## config.mk

```make
export PLATFORM = sky130hd
export DESIGN_NAME = tisaradc_deser
export DESIGN_NICKNAME = d
export VERILOG_FILES = /design/src/rtl/tisaradc_deser.sv
export SDC_FILE = /design/constraint.sdc
export NUM_CORES = 1
export LEC_CHECK = 0
export CORE_MARGIN = 5
export CORE_UTILIZATION = 55
export DETAILED_ROUTE_END_ITERATION = 12
export GPL_ROUTABILITY_DRIVEN = 0
export PLACE_DENSITY = 0.83
export SETUP_SLACK_MARGIN = 0.05
export SLEW_MARGIN = 20
export SYNTH_ARGS = -nofsm -noshare
export SYNTH_HDL_FRONTEND = slang
export SYNTH_SLANG_ARGS = --single-unit
```

## constraint.sdc

```tcl
create_clock -name clkout_des -period 3.98 [get_ports clkout_des]
set_input_delay 0.796 -clock clkout_des [delete_from_list [all_inputs] [get_ports clkout_des]]
set_output_delay 0.796 -clock clkout_des [all_outputs]
set_load 0.01 [all_outputs]
```

## src/rtl/tisaradc_deser.sv

```systemverilog
// tisaradc_deser: capture stage behind the 8-way time-interleaved SAR ADC.
// Registers the sub-ADC words, removes per-lane capture skew with short delay
// lines, optionally flips each lane MSB (offset-binary to two's complement),
// packs the lanes into one frame and queues frames toward the DSP chain with a
// valid/ready handshake. Dropped frames raise a sticky flag and a counter.
module tisaradc_deser #(
  parameter int WAYS    = 8,
  parameter int BITS    = 9,
  parameter int DEPTH   = 4,
  parameter int MAXSKEW = 3
) (
  input  logic                 clkout_des,
  input  logic                 clkrst_n,
  input  logic [BITS-1:0]      adcin0,
  input  logic [BITS-1:0]      adcin1,
  input  logic [BITS-1:0]      adcin2,
  input  logic [BITS-1:0]      adcin3,
  input  logic [BITS-1:0]      adcin4,
  input  logic [BITS-1:0]      adcin5,
  input  logic [BITS-1:0]      adcin6,
  input  logic [BITS-1:0]      adcin7,
  input  logic                 en,
  input  logic [1:0]           skew0,
  input  logic [1:0]           skew1,
  input  logic [1:0]           skew2,
  input  logic [1:0]           skew3,
  input  logic [1:0]           skew4,
  input  logic [1:0]           skew5,
  input  logic [1:0]           skew6,
  input  logic [1:0]           skew7,
  input  logic                 twos,
  input  logic                 clr,
  output logic [WAYS*BITS-1:0] out_data,
  output logic                 out_valid,
  input  logic                 out_ready,
  output logic                 overflow,
  output logic [15:0]          drop_cnt
);

  localparam int FW = WAYS * BITS;
  localparam int AW = $clog2(DEPTH);
  localparam int PW = $clog2(MAXSKEW + 1);
  localparam logic [PW-1:0] PRIME_MAX = PW'(MAXSKEW);

  // The port list is fixed at eight lanes; gather them into flat vectors.
  logic [FW-1:0]     adc_all_w;
  logic [2*WAYS-1:0] skew_all_w;
  logic [FW-1:0]     frame_w;
  logic [WAYS-1:0]   skew_chg_w;

  assign adc_all_w  = {adcin7, adcin6, adcin5, adcin4, adcin3, adcin2, adcin1, adcin0};
  assign skew_all_w = {skew7, skew6, skew5, skew4, skew3, skew2, skew1, skew0};

  for (genvar gi = 0; gi < WAYS; gi++) begin : g_lane
    logic [BITS-1:0] cap_q;
    logic [BITS-1:0] dly_q [MAXSKEW];
    logic [1:0]      skew_q;
    logic [1:0]      skew_w;
    logic [BITS-1:0] aligned_w;

    assign skew_w = skew_all_w[gi*2 +: 2];

    // Capture every edge (independent of en) and shift it down the delay line.
    always_ff @(posedge clkout_des or negedge clkrst_n) begin
      if (!clkrst_n) begin
        cap_q  <= '0;
        skew_q <= '0;
        for (int j = 0; j < MAXSKEW; j++) dly_q[j] <= '0;
      end else begin
        cap_q    <= adc_all_w[gi*BITS +: BITS];
        skew_q   <= skew_w;
        dly_q[0] <= cap_q;
        for (int j = 1; j < MAXSKEW; j++) dly_q[j] <= dly_q[j-1];
      end
    end

    // Select the capture delayed by skew cycles; skew 0 is the capture itself.
    always_comb begin
      aligned_w = cap_q;
      for (int j = 1; j <= MAXSKEW; j++) begin
        if (int'(skew_w) == j) aligned_w = dly_q[j-1];
      end
    end

    // MSB flip is applied on the push path, so twos affects the next push.
    assign frame_w[gi*BITS +: BITS] = twos ? {~aligned_w[BITS-1], aligned_w[BITS-2:0]}
                                           : aligned_w;
    assign skew_chg_w[gi] = (skew_q != skew_w);
  end

  // Priming: count enabled edges since the last skew change, saturating.
  logic [PW-1:0] prime_q;
  logic [PW-1:0] prime_d;
  logic          push_req_w;

  // Next priming count: cleared by en low or any lane skew change.
  always_comb begin
    prime_d = prime_q;
    if (!en || (|skew_chg_w)) begin
      prime_d = '0;
    end else if (prime_q != PRIME_MAX) begin
      prime_d = prime_q + PW'(1);
    end
  end

  assign push_req_w = en && (prime_q == PRIME_MAX);

  // Priming counter register.
  always_ff @(posedge clkout_des or negedge clkrst_n) begin
    if (!clkrst_n) prime_q <= '0;
    else           prime_q <= prime_d;
  end

  // Frame FIFO with pointers one bit wider than the address.
  logic [AW:0]   wr_q;
  logic [AW:0]   rd_q;
  logic [AW:0]   wr_d;
  logic [AW:0]   rd_d;
  logic [FW-1:0] mem_q [DEPTH];
  logic          empty_w;
  logic          full_w;
  logic          pop_w;
  logic          push_ok_w;
  logic          drop_w;

  assign empty_w   = (wr_q == rd_q);
  assign full_w    = (wr_q[AW] != rd_q[AW]) && (wr_q[AW-1:0] == rd_q[AW-1:0]);
  assign pop_w     = !empty_w && out_ready;
  // A pop at the same edge frees the slot the push needs.
  assign push_ok_w = push_req_w && (!full_w || pop_w);
  assign drop_w    = push_req_w && full_w && !pop_w;
  assign wr_d      = push_ok_w ? wr_q + 1'b1 : wr_q;
  assign rd_d      = pop_w ? rd_q + 1'b1 : rd_q;

  // FIFO pointers.
  always_ff @(posedge clkout_des or negedge clkrst_n) begin
    if (!clkrst_n) begin
      wr_q <= '0;
      rd_q <= '0;
    end else begin
      wr_q <= wr_d;
      rd_q <= rd_d;
    end
  end

  // FIFO storage; cleared on reset so the head reads zero afterwards.
  always_ff @(posedge clkout_des or negedge clkrst_n) begin
    if (!clkrst_n) begin
      for (int j = 0; j < DEPTH; j++) mem_q[j] <= '0;
    end else if (push_ok_w) begin
      mem_q[wr_q[AW-1:0]] <= frame_w;
    end
  end

  assign out_valid = !empty_w;
  assign out_data  = mem_q[rd_q[AW-1:0]];

  // Drop status: clear first, then a same-edge drop counts from zero.
  logic        ovf_q;
  logic        ovf_d;
  logic [15:0] cnt_q;
  logic [15:0] cnt_d;

  // Next overflow flag and saturating drop count.
  always_comb begin
    ovf_d = ovf_q;
    cnt_d = cnt_q;
    if (clr) begin
      ovf_d = 1'b0;
      cnt_d = '0;
    end
    if (drop_w) begin
      ovf_d = 1'b1;
      if (cnt_d != 16'hFFFF) cnt_d = cnt_d + 16'd1;
    end
  end

  // Drop status registers.
  always_ff @(posedge clkout_des or negedge clkrst_n) begin
    if (!clkrst_n) begin
      ovf_q <= 1'b0;
      cnt_q <= '0;
    end else begin
      ovf_q <= ovf_d;
      cnt_q <= cnt_d;
    end
  end

  assign overflow = ovf_q;
  assign drop_cnt = cnt_q;

endmodule

```

# Word level (Yosys, flattened, before mapping)
# Cells that the tools add are included.
# classes
addsub,4
magnitude_cmp,3
eq_ne,38
n_mux,45
n_bitwise,10
reduce_logical,16
# ops
operator,count
288-bit bitwise mux,1
9-bit 2-to-1 mux,32
72-bit 2-to-1 mux,3
72-bit binary-select mux with 2-bit select,1
72-bit demux with 2-bit select,1
16-bit 2-to-1 mux,3
2-bit == test (second input constant),17
16-bit by 1-bit adder with 16-bit output (second input constant),1
2-bit by 1-bit == test with 1-bit output (second input constant),8
16-bit != test (second input constant),1
2-bit != test,8
1-bit NOT,8
8-bit OR reduction,1
1-bit logical AND,7
3-bit by 1-bit adder with 3-bit output (second input constant),2
3-bit greater-or-equal comparator (second input constant),2
2-bit NOT with 3-bit output,2
1-bit logical NOT,4
2-bit 2-to-1 mux,2
2-bit nonzero test,2
3-bit == test,1
3-bit by 1-bit < comparator with 1-bit output (second input constant),1
2-bit by 1-bit adder with 2-bit output (second input constant),1
2-bit == test,1
4 further kinds,6
# word_totals
regBits,617
out_inout_bits,90

# Logic depth before layout (Yosys ltp)
# logic_depth
word_depth,7
depth_mapped,9

# Worst setup path before layout
# No wires, ideal clock.
# synth_timing
path_kind,input -> register
start,in clr
end,"reg cnt_q[5], in the netlist drop_cnt[5]"
arrival_time_ns,2.528
required_time_ns,3.855
slack_ns,1.327
stages,9
path_buffers,2
path_cell_list,clkbuf_1 > nor2b_1 > ha_1 > and3_1 > and3_1 > a31o_1 > buf_6 > nor3_1 > mux2_2
# synth_between
elab_chain_len,4
word_cells_on_any_way,5
classes_between,1 x add/sub; 1 x eq/ne; 3 x mux
# synth_rtl
item,line_no,text
from (decl),32,"input logic clr,"
16-bit 2-to-1 mux (*),168,if (clr) begin
16-bit by 1-bit adder with 16-bit output / 16-bit != test (equally long branches),174,if (cnt_d != 16'hFFFF) cnt_d = cnt_d + 16'd1;
16-bit 2-to-1 mux,174,
16-bit 2-to-1 mux (*),172,if (drop_w) begin
net cnt_d[5],162,logic [15:0] cnt_d;
to (signal assigned),185,cnt_q <= cnt_d;
to (decl),161,logic [15:0] cnt_q;
# Mark *: on every way through the listed nets, which the timed path passes. The rest lies on a longest branch.
# A chain may end at the register's enable or synchronous reset.

# Worst setup path in the final report
# layout_timing
start,reg rd_q[1]
end,out out_data[9]
# layout_between
elab_chain_len,4
# layout_rtl
item,line_no,text
from (decl),116,logic [AW:0] rd_q;
from (signal assigned),142,rd_q <= rd_d;
2-bit NOT with 3-bit output (implied by the code),156,assign out_data = mem_q[rd_q[AW-1:0]];
72-bit binary-select mux with 2-bit select,156,
72-bit 2-to-1 mux (implied by the code) (2 in series),156,
to (decl),33,"output logic [WAYS*BITS-1:0] out_data,"
# No other way between the ends. The select of a mux whose other input is x is not followed.

==> results by group <==
Run status
  • Status: complete, no violations

Clocking
  • Clock-pin slew on the worst setup and hold paths: 0.06 ns
  • Clock Path Buffers: 3
  • H-Tree Level Count: 2
  • # hold bufs at CTS: 0
  • Clock root buffer: clkbuf_16
  • Clock Sinks: slightly above 600
  • Clk_lat worst skew: roughly 0.61 ns
  • TritonCTS clock tree: built
  • Setup Fix Bufs, Post-CTS: 0
  • Post-cts sizing count: 0
  • Num CTS Buffers: 59

Global routing
  • Grt ovf: 0
  • First-pass GRT wire length: ~78000 um
  • Largest net degree at the start of global routing: 95
  • Antenna violations before repair: 3
  • Vias in the first global route: roughly 13000
  • Total GRT Usage: between 20% and 30%

Synthesis
  • Cell area after synthesis: 0.02317 sq mm
  • Top post-synthesis cells by area: dfrtp_1 67%, mux2_2 14%, mux4_2 14%, xnor2_1 1.1%, clkbuf_1 0.71%
  • Synth top area share: about two thirds
  • Top FF cell, synth: dfrtp_1
  • Post-synth EDFFs: 0
  • Yosys top cell by area: dfrtp_1
  • Synth Instances: 1252
  • Seq cells post-synth: about 620
  • Net Count, Synth: around 1400
  • Mean Syn Cell Area: approximately 19 sq um
  • Synth cell types: 35
  • Top post-synthesis cells by count: 617 x dfrtp_1, 292 x mux2_2, 144 x mux4_2
  • Most common cell in the netlist: dfrtp_1
  • Sequential area share after synthesis: 66.63%
  • Post-synth ARST share: 100.0%
  • Yosys warns: 0

Timing
  • Worst slew pin tran: roughly 0.87 ns
  • Worst Skew: roughly 0.018 ns
  • Final setup viols: 0
  • Hold_ws: about 0.21 ns
  • Hold Vio Cnt, Final: 0
  • Slew HR: between 40% and 50%
  • RSZ-0062 raised after global routing: false
  • Achievable Freq: between 0.2 and 0.3 GHz
  • Sum of negative setup slack: 0 ns
  • Min Tclk post-route: about 3.6 ns
  • Slew Viols, Final: 0
  • Post-route clock period utilization: between 90% and 100%

Power
  • Logic pwr share: slightly below 9%
  • Leakage: between 10 and 15 nW
  • Clk network pwr share: between 40% and 50%
  • Switching Share: roughly a quarter
  • Sequential Power Share: 49.3%
  • PwrDens: 489.5 mW/mm^2
  • Total chip power: 13.62 mW
  • Int Pwr: slightly above 10 mW
  • Peak supply drop: slightly above 400 uV
  • Sw Pwr: ~3.2 mW

Drt
  • DR vias: between 10000 and 15000
  • Starting DRT DRC Count: between 700 and 800
  • Drt wl/cell: around 23 um
  • DR DRC count: 0
  • Antenna Violating Nets Remaining: 0
  • Final WL: approximately 48000 um
  • Pre-antenna DRT Iters: 5
  • Avg Vias per Cell: 5.761

Floorplanning
  • # rows: 75
  • Initial core utilization: 55.36%
  • Core area: around 0.042 sq mm
  • IO Count: 184
  • Chip width: ~220 um
  • Die Height: approximately 220 um
  • Die area: 0.04633 sq mm

Final layout
  • Nets: 1568
  • Layout Area Growth over Synthesis: 20.09%
  • Layout cells sized above 1: between 30% and 40%
  • Fin util: between 60% and 70%
  • Cell area after layout: between 0.02 and 0.03 sq mm
  • Antenna Cells: 0

Setup path
  • CP max FO: 46
  • Worst setup EP type: output port
  • Buffers plus inverters on the worst setup path: 2
  • Worst path slowest cell: dfrtp_4
  • Crit-path leading delay family: flip-flops
  • CP arrival: around 2.8 ns
  • WP data required: around 3.2 ns
  • Crit-path cells: buf_12 -> mux4_2 -> clkdlybuf4s50_1
  • Critical path class: register to output port
  • CP startpoint kind: register
  • Biggest cell delay along the critical path: ~0.95 ns

Placed design
  • Port Buf Inserts: 183
  • Placed cell area: between 0.02 and 0.03 sq mm
  • DPL Wire Length: roughly 30000 um

Run
  • Max cap viols: 0

Min path
  • Worst hold-check path type: input pin to asynchronous set/reset pin
[registers in the layout, indices dropped and copies added, names as in the netlist]
name	cells
wr_q	3
drop_cnt	16
g_lane.dly_q	216
g_lane.cap_q	72
rd_q	3
mem_q	288
overflow	1
g_lane.skew_q	16
prime_q	2
[layout by cell type, fill, tap and decap left out, types with 4 or more instances in the layout]
| cell type | count |
|---|---|
| nor2_1 | 9 |
| clkbuf_8 | 13 |
| nand2_4 | 4 |
| nand4_1 | 6 |
| clkinvlp_4 | 5 |
| nor2b_1 | 8 |
| xor2_1 | 11 |
| buf_4 | 28 |
| ha_1 | 7 |
| bufinv_16 | 5 |
| mux2_2 | 292 |
| nand3_1 | 9 |
| inv_1 | 6 |
| dfrtp_1 | 615 |
| clkbuf_16 | 60 |
| nand2_1 | 10 |
| clkbuf_1 | 11 |
| xnor2_1 | 30 |
| clkdlybuf4s50_1 | 182 |
| clkinv_2 | 14 |
| buf_12 | 7 |
| mux4_2 | 144 |
[metal layers]
layer | wire length (um) | GRT usage, % | vias up
li1 | - | - | 5057
met1 | 20530 | 30.19 | 6424
met2 | 23660 | 35.04 | 288
met3 | 2570 | 4.700 | 78
met4 | 1078 | 5.825 | 4
met5 | 22 | 0 | -
[power groups by stage]
stage                     Sequential, mW  Clock, mW  Combinational, mW
after CTS                           6.73       5.85               1.24
after global routing                6.75       6.10               1.32
after global placement              6.82          0               1.21
final                               6.72       5.70               1.20
after floorplan                     6.62          0              0.868
after detailed placement            6.84          0               1.23
[kinds of logic after synthesis]
group,after synthesis,synth area share (%)
DFF,617,66.63
muxes,437,28.23
buffers and inverters,70,1.247
and+or+nand+nor,65,1.528
xor gates and xnor gates,41,1.550
AOI/OAI and AO/OA,15,0.4320
adders and majority gates,7,0.3780
[cell type report]
class / count / area, sq um
Timing Repair Buffer: 218 / 2187
Multi-Input combinational cell: 565 / 7472
Tap cell: 539 / 674.4
Sequential cell: 617 / 15450
Fill cell: 2777 / 14030
Inverter: 6 / 22.52
Clock inverter: 28 / 300.3
Clock buffer: 84 / 1722
[per-stage QoR]
step / cells / setup slack, ns
after floorplan: 1252 / 1.327
after global placement: 1945 / 0.9811
after detailed placement: 1945 / 0.9410
after CTS: 2057 / 0.2619
after global routing: 2057 / 0.2140
final: 2057 / 0.3643
[worst paths after layout]
kind                       slack [ns]  cells past startpoint                          start                           end
setup reg to reg                 1.11                      7            rd_q[0]$_DFFE_PN0P_        mem_q[123]$_DFFE_PN0P_
hold reg to reg                  0.37                      0  g_lane[1].dly_q[16]$_DFF_PN0_  g_lane[1].dly_q[7]$_DFF_PN0_
max in group asynchronous        2.64                      2                       clkrst_n  g_lane[5].cap_q[3]$_DFF_PN0_
hold / removal                   0.21                      1                       clkrst_n        drop_cnt[15]$_DFF_PN0_
setup / recovery                 0.36                      3            rd_q[1]$_DFFE_PN0P_                   out_data[9]
min in group clkout_des          0.37                      0  g_lane[1].dly_q[16]$_DFF_PN0_  g_lane[1].dly_q[7]$_DFF_PN0_
Power figures use the tool's default switching activity.
